**config.mk**
```make
export PLATFORM = sky130hd
export DESIGN_NAME = sv_timer_unit
export DESIGN_NICKNAME = d
export VERILOG_FILES = /design/src/rtl/sv_timer_pkg.sv /design/src/rtl/sv_timer_channel.sv /design/src/rtl/sv_timer_unit.sv
export SDC_FILE = /design/constraint.sdc
export NUM_CORES = 1
export LEC_CHECK = 0
export BUFFER_PORTS_ARGS = -buffer_cell sky130_fd_sc_hd__buf_2
export CORE_ASPECT_RATIO = 1.75
export CORE_UTILIZATION = 39
export CTS_CLUSTER_DIAMETER = 200
export DETAILED_ROUTE_END_ITERATION = 8
export GPL_TIMING_DRIVEN = 0
export PLACE_DENSITY = 0.56
export SETUP_SLACK_MARGIN = 0.4
export SLEW_MARGIN = 20
export SYNTH_ARGS = -nofsm -noshare
export SYNTH_HDL_FRONTEND = slang
export SYNTH_HIERARCHICAL = 1
export SYNTH_SLANG_ARGS = --single-unit
```
**constraint.sdc**
```tcl
create_clock -name clk -period 3.64 [get_ports clk]
set_input_delay 0.182 -clock clk [delete_from_list [all_inputs] [get_ports clk]]
set_output_delay 0.182 -clock clk [all_outputs]
set_load 0.005 [all_outputs]
```
**src/rtl/sv_timer_pkg.sv**
```systemverilog
// Shared register offsets, CTRL layout and prescale selection for the
// Supervision multi-channel timer.
package sv_timer_pkg;

  localparam logic [1:0] REG_CNT_LO = 2'd0;
  localparam logic [1:0] REG_CNT_HI = 2'd1;
  localparam logic [1:0] REG_CTRL   = 2'd2;

  localparam int CTRL_EN      = 0;
  localparam int CTRL_IRQ_EN  = 1;
  localparam int CTRL_AUTO    = 2;
  localparam int CTRL_PSEL_LO = 3;
  localparam int CTRL_W       = 5;

  typedef enum logic [1:0] {
    PS_CE  = 2'd0,
    PS_A   = 2'd1,
    PS_B   = 2'd2,
    PS_EXT = 2'd3
  } psel_t;

  // STATUS sits directly after the last channel's register window.
  function automatic int status_addr(input int n_ch);
    return 4 * n_ch;
  endfunction

endpackage

```
**src/rtl/sv_timer_channel.sv**
```systemverilog
// One timer channel: staged load, reload value, CTRL and the down-counter.
// set_pend_o pulses on expiry or on committing a zero count.
module sv_timer_channel
  import sv_timer_pkg::*;
#(
  parameter int CNT_W = 16
) (
  input  logic              clk,
  input  logic              reset_i,
  input  logic              tick_ce_i,
  input  logic              tick_a_i,
  input  logic              tick_b_i,
  input  logic              tick_ext_i,
  input  logic              wr_lo_i,
  input  logic              wr_hi_i,
  input  logic              wr_ctrl_i,
  input  logic [7:0]        din_i,
  output logic [CNT_W-1:0]  count_o,
  output logic [CTRL_W-1:0] ctrl_o,
  output logic              set_pend_o
);

  logic [CNT_W-1:0]  count_q, count_d, reload_q, commit_val;
  logic [7:0]        staging_q;
  logic [CTRL_W-1:0] ctrl_q;
  logic [15:0]       full_val;
  logic              commit, tick_src, tick, expire;
  psel_t             psel;

  generate
    if (CNT_W > 8) begin : g_wide
      assign commit   = wr_hi_i;
      assign full_val = {din_i, staging_q};
    end else begin : g_narrow
      assign commit   = wr_lo_i;
      assign full_val = {8'h00, din_i};
    end
  endgenerate

  assign commit_val = full_val[CNT_W-1:0];
  assign psel       = psel_t'(ctrl_q[CTRL_PSEL_LO +: 2]);

  always_comb begin
    tick_src = 1'b0;
    case (psel)
      PS_CE:   tick_src = tick_ce_i;
      PS_A:    tick_src = tick_a_i;
      PS_B:    tick_src = tick_b_i;
      PS_EXT:  tick_src = tick_ext_i;
      default: tick_src = 1'b0;
    endcase
  end

  // ctrl_q is the pre-write value, so a tick coinciding with a CTRL write uses the old settings.
  assign tick = tick_src & ctrl_q[CTRL_EN];

  always_comb begin
    count_d = count_q;
    expire  = 1'b0;
    if (commit) begin
      count_d = commit_val;
    end else if (tick && count_q != '0) begin
      if (count_q == CNT_W'(1)) begin
        expire  = 1'b1;
        count_d = ctrl_q[CTRL_AUTO] ? reload_q : '0;
      end else begin
        count_d = count_q - CNT_W'(1);
      end
    end
  end

  always_ff @(posedge clk) begin
    if (reset_i) begin
      count_q   <= '0;
      reload_q  <= '0;
      staging_q <= '0;
      ctrl_q    <= '0;
    end else begin
      count_q <= count_d;
      if (commit)    reload_q  <= commit_val;
      if (wr_lo_i)   staging_q <= din_i;
      if (wr_ctrl_i) ctrl_q    <= din_i[CTRL_W-1:0];
    end
  end

  assign count_o    = count_q;
  assign ctrl_o     = ctrl_q;
  assign set_pend_o = expire | (commit && commit_val == '0);

endmodule

```
**src/rtl/sv_timer_unit.sv**
```systemverilog
// Multi-channel interval timer with W1C pending register and combined IRQ;
// holds the shared prescaler, register decode and read mux.
module sv_timer_unit
  import sv_timer_pkg::*;
#(
  parameter int N_CH   = 2,
  parameter int CNT_W  = 16,
  parameter int PRE_A  = 8,
  parameter int PRE_B  = 14,
  parameter int ADDR_W = 4
) (
  input  logic              clk,
  input  logic              reset,
  input  logic              ce,
  input  logic              ext_tick,
  input  logic              cs,
  input  logic              we,
  input  logic [ADDR_W-1:0] addr,
  input  logic [7:0]        din,
  output logic [7:0]        dout,
  output logic              irq
);

  localparam int STATUS_ADDR = status_addr(N_CH);

  logic [PRE_B-1:0]  pre_q;
  logic              tick_a, tick_b, tick_ext, wr_stat;
  logic [N_CH-1:0]   pend_q, pend_d, set_pend, irq_en;
  logic [ADDR_W-3:0] ch_sel;
  logic [1:0]        reg_off;
  logic [7:0]        lo_rd   [N_CH];
  logic [7:0]        hi_rd   [N_CH];
  logic [7:0]        ctrl_rd [N_CH];

  assign ch_sel   = addr[ADDR_W-1:2];
  assign reg_off  = addr[1:0];
  assign tick_a   = ce & (&pre_q[PRE_A-1:0]);
  assign tick_b   = ce & (&pre_q);
  assign tick_ext = ce & ext_tick;
  assign wr_stat  = cs && we && (addr == ADDR_W'(STATUS_ADDR));

  always_ff @(posedge clk) begin
    if (reset) pre_q <= '0;
    else if (ce) pre_q <= pre_q + PRE_B'(1);
  end

  generate
    for (genvar gi = 0; gi < N_CH; gi++) begin : g_ch
      logic              sel;
      logic [CNT_W-1:0]  count;
      logic [CTRL_W-1:0] ctrl;
      logic [15:0]       count_ext;

      assign sel       = cs && (ch_sel == (ADDR_W-2)'(gi));
      assign count_ext = 16'(count);

      sv_timer_channel #(.CNT_W(CNT_W)) u_ch (
        .clk       (clk),
        .reset_i   (reset),
        .tick_ce_i (ce),
        .tick_a_i  (tick_a),
        .tick_b_i  (tick_b),
        .tick_ext_i(tick_ext),
        .wr_lo_i   (sel && we && reg_off == REG_CNT_LO),
        .wr_hi_i   (sel && we && reg_off == REG_CNT_HI),
        .wr_ctrl_i (sel && we && reg_off == REG_CTRL),
        .din_i     (din),
        .count_o   (count),
        .ctrl_o    (ctrl),
        .set_pend_o(set_pend[gi])
      );

      assign lo_rd[gi]   = count_ext[7:0];
      assign ctrl_rd[gi] = {3'b000, ctrl};
      assign irq_en[gi]  = ctrl[CTRL_IRQ_EN];

      if (CNT_W > 8) begin : g_latch
        // Reading LO snapshots the upper byte so a following HI read is coherent.
        logic [7:0] latch_q;
        always_ff @(posedge clk) begin
          if (reset) latch_q <= '0;
          else if (sel && !we && reg_off == REG_CNT_LO) latch_q <= count_ext[15:8];
        end
        assign hi_rd[gi] = latch_q;
      end else begin : g_no_latch
        assign hi_rd[gi] = 8'h00;
      end
    end
  endgenerate

  always_comb begin
    dout = 8'hFF;
    if (addr == ADDR_W'(STATUS_ADDR)) dout = 8'(pend_q);
    for (int i = 0; i < N_CH; i++) begin
      if (ch_sel == (ADDR_W-2)'(i)) begin
        case (reg_off)
          REG_CNT_LO: dout = lo_rd[i];
          REG_CNT_HI: dout = hi_rd[i];
          REG_CTRL:   dout = ctrl_rd[i];
          default:    dout = 8'h00;
        endcase
      end
    end
  end

  // Set wins over a same-edge W1C of the same bit.
  always_comb begin
    pend_d = pend_q;
    if (wr_stat) pend_d = pend_d & ~din[N_CH-1:0];
    pend_d = pend_d | set_pend;
  end

  always_ff @(posedge clk) begin
    if (reset) pend_q <= '0;
    else pend_q <= pend_d;
  end

  assign irq = |(pend_q & irq_en);

endmodule

```
==> results.sh <==
export IMPL_core_mm2=0.01738
export IMPL_nNetsFinal=895
export IMPL_ys_flop_type="dfxtp_1"
export IMPL_timing_setup_tns_ns=0
export IMPL_fin_crit_sh_pct=82.43
export IMPL_globalRouteOverflowTotal=0
export IMPL_p_leak_nw=2.658
export IMPL_die_y_um=178.0
export IMPL_hold_path_end="g_ch[0].g_latch.latch_q[3]"
export IMPL_ys_seq_area_share_pct=35.39
export IMPL_antenna_found_initial=0
export IMPL_slew_violations=0
export IMPL_cts_buffer_depth=2
export IMPL_power_frac_clock_pct=53.8
export IMPL_p_seq_share_pct=39.2
export IMPL_wirelength_um=24560
export IMPL_rows=64
export IMPL_root_buffer="clkbuf_16"
export IMPL_crit_type="reg2reg"
export IMPL_grt_pass1_vias=6538
export IMPL_ys_async_sr_fraction_pct=0
export IMPL_r2r_cells=9
export IMPL_routed_via_density=5.971
export IMPL_setup_violations=0
export IMPL_cpMaxStageDelayCell="nor3_1"
export IMPL_max_slew_margin_pct=45.05
export IMPL_cp_end_kind="register"
export IMPL_max_freq_mhz=333.3
export IMPL_grt_pass1_wl_um=37800
export IMPL_drive_gt1_share_pct=15.48
export IMPL_clock_sinks=122
export IMPL_grt_max_degree=17
export IMPL_multi_input_area_mm2=0.004061
export IMPL_ant_nets=0
export IMPL_hp_class="in2reg"
export IMPL_syn_area_per_cell_um2=8.345
export IMPL_power_density_mw_per_mm2=434.6
export IMPL_syn2layout_area_growth_pct=15.50
export IMPL_num_vias=6664
export IMPL_initial_core_util_pct=39.72
export IMPL_clk_insertion_delay_late_ns=0.42
export IMPL_cts_tree="yes"
export IMPL_comb_power_share_pct=7.0
export IMPL_die_w_um=102.6
export IMPL_synth_edff_count=0
export IMPL_crit_required_ns=3.97
export IMPL_first_iter_violations=407
export IMPL_syn_instance_count=827
export IMPL_postCtsHoldBufs=0
export IMPL_status="finished, final reports clean"
export IMPL_cts_clk_slew_worst_paths_ns=0.07
export IMPL_cpPeakStageDelay_ns=0.51
export IMPL_synth_cell_types=73
export IMPL_cp_start_kind="register"
export IMPL_dieArea_mm2=0.01825
export IMPL_numPortBuffers=26
export IMPL_antenna_cells=0
export IMPL_htree_levels=4
export IMPL_syn_nets=850
export IMPL_rsz0062_at_grt="false"
export IMPL_track_usage_pct=28.56
export IMPL_switchingPower_uw=818.6
export IMPL_synth_area_mm2=0.006902
export IMPL_post_dp_cell_area_mm2=0.007321
export IMPL_cts_resized=0
export IMPL_worstPathMaxFanout=10
export IMPL_crit_chain="ha_1 > nand3_1 > nor3_1 > mux2i_1 > o22ai_2 > a21boi_2 > buf_2 > o21ai_0 > a211oi_1"
export IMPL_rr_startpoint="pre_q[0]"
export IMPL_crit_arrival_ns=3.33
export IMPL_cts_made_buffers=17
export IMPL_final_hold_violation_count=0
export IMPL_finalCriticalPeriod_ns=3.000
export IMPL_intPower_mw=2.646
export IMPL_layout_area_seq_mm2=0.002442
export IMPL_firstDrtPassIters=4
export IMPL_r2r_end="g_ch[1].u_ch/count_o[2]"
export IMPL_cts_setup_buffers=0
export IMPL_hpwlAfterDp_um=18460
export IMPL_io_pins=27
export IMPL_min_path_cells=2
export IMPL_tightestPinTransition_ns=0.8167
export IMPL_gp_congestion=0.9510
export IMPL_wl_per_cell_um=22.00
export IMPL_skew_ns=0.01277
export IMPL_synth_seq_cells=122
export IMPL_reg2reg_slack_ns=0.64
export IMPL_p_sw_share_pct=23.63
export IMPL_fin_area_mm2=0.007971
export IMPL_drc=0
export IMPL_min_from="reset"
export IMPL_maxCapViolCount=0
export IMPL_fill_cells=1782
export IMPL_synth_warnings=6
export IMPL_ir_drop_mv=0.2675
==> cell usage after synthesis (7+ instances only) <==
| cell type | n | area, um2 |
|---|---|---|
| a311oi_1 | 8 | 70.07 |
| nand2_1 | 85 | 319.1 |
| o22ai_1 | 11 | 68.82 |
| o21ai_0 | 21 | 105.1 |
| nor4_1 | 20 | 125.1 |
| nor2_1 | 92 | 345.3 |
| o32ai_1 | 8 | 70.07 |
| inv_1 | 20 | 75.07 |
| dfxtp_1 | 122 | 2442 |
| nand3_1 | 21 | 105.1 |
| o211ai_1 | 8 | 60.06 |
| buf_6 | 7 | 78.83 |
| mux2i_1 | 59 | 590.6 |
| nor3_1 | 16 | 80.08 |
| o21ai_1 | 10 | 50.05 |
| buf_2 | 18 | 90.09 |
| nand4_1 | 16 | 100.1 |
| xnor2_1 | 7 | 61.31 |
| a32oi_1 | 8 | 70.07 |
| a21oi_1 | 84 | 420.4 |
| clkbuf_1 | 27 | 101.4 |
| a211oi_1 | 11 | 82.58 |
==> cell usage in the layout, fill, tap and decap left out, types with 10 or more instances in the layout <==
| master | synthesis | layout |
|---|---|---|
| a211oi_1 | 11 | 11 |
| a21oi_1 | 84 | 84 |
| buf_2 | 18 | 44 |
| clkbuf_1 | 27 | 28 |
| clkbuf_16 | 0 | 17 |
| dfxtp_1 | 122 | 122 |
| inv_1 | 20 | 20 |
| mux2i_1 | 59 | 59 |
| nand2_1 | 85 | 85 |
| nand3_1 | 21 | 21 |
| nand4_1 | 16 | 16 |
| nor2_1 | 92 | 92 |
| nor3_1 | 16 | 16 |
| nor4_1 | 20 | 20 |
| o21ai_0 | 21 | 21 |
| o21ai_1 | 10 | 10 |
| o22ai_1 | 11 | 11 |
==> registers in the layout (all words and copies together), names as in the netlist <==
name                  count
g_ch.u_ch/count_o        32
g_ch.u_ch/ctrl_o         10
pend_q                    2
g_ch.u_ch/staging_q      16
pre_q                    14
g_ch.g_latch.latch_q     16
g_ch.u_ch/reload_q       32
==> power groups by stage <==
stage	Sequential, mW	Clock [mW]	Combinational (mW)
finish	1.36	1.86	0.244
global route	1.36	1.96	0.261
CTS	1.36	1.90	0.242
detailed placement	1.39	0	0.241
global placement	1.39	0	0.242
floorplan	1.38	0	0.149
==> area by class of cell <==
type	instances	share of cell area, %
multi-input cells	622	50.95
flip-flops and latches	122	30.64
clock buffers	18	5.384
plain buffers	61	3.955
well taps	231	3.626
clock inverters	14	2.778
repair buffers	26	1.632
inverters	22	1.036
==> critical path, delay by kind of cell (launching register included) <==
kind	cells	cell delay (ns)
DFF	1	0.39
buffers and inverters	1	0.33
AOI/OAI and AO/OA	4	1.12
muxes	1	0.19
and+or+nand+nor	2	0.67
adders and majority gates	1	0.21
==> routing by layer <==
metal  up-vias  routed length, um  GRT usage, %  part of all wire, %
li1       3172                  -             -                    -
met1      3136               8784         29.59                   36
met2       269              12770         50.58                   52
met3        87               1124         4.310                  4.6
met4         0               1880         21.43                  7.7
met5         -                  0             0                    0
==> per-stage QoR <==
step	hold WS, ns	utilization, %	power [mW]	setup WS [ns]	instances
global placement	0.4432	42.13	1.627	0.4741	1084
floorplan	0.2511	-	1.530	1.459	827
finish	0.05539	45.87	3.465	0.6396	1116
detailed placement	0.4504	42.13	1.627	0.4704	1084
CTS	0.04785	45.87	3.494	0.6812	1116
global route	0.05915	45.87	3.577	0.4578	1116
==> kinds of logic after synthesis <==
group / synth area share [%]
adder cells (fa/ha/maj): 0.9065
flip-flops: 35.39
buffers and inverters: 5.765
AO/OA/AOI/OAI: 23.69
AND/OR/NAND/NOR: 24.04
XOR/XNOR: 1.650
multiplexers: 8.557
==> worst max-delay path by stage <==
stage               startpoint                        to  slack [ns]  cells after the start
floorplan             pre_q[0]   g_ch[1].u_ch/count_o[3]        1.46                      9
global placement       addr[2]  g_ch[0].u_ch/reload_q[7]        0.47                     10
detailed placement     addr[2]   g_ch[0].u_ch/count_o[7]        0.47                     10
CTS                   pre_q[0]   g_ch[1].u_ch/count_o[2]        0.68                      9
global route          pre_q[0]   g_ch[0].u_ch/count_o[2]        0.46                      9
finish                pre_q[0]   g_ch[1].u_ch/count_o[2]        0.64                      9
Note: power is estimated with default switching activity, not from simulation.
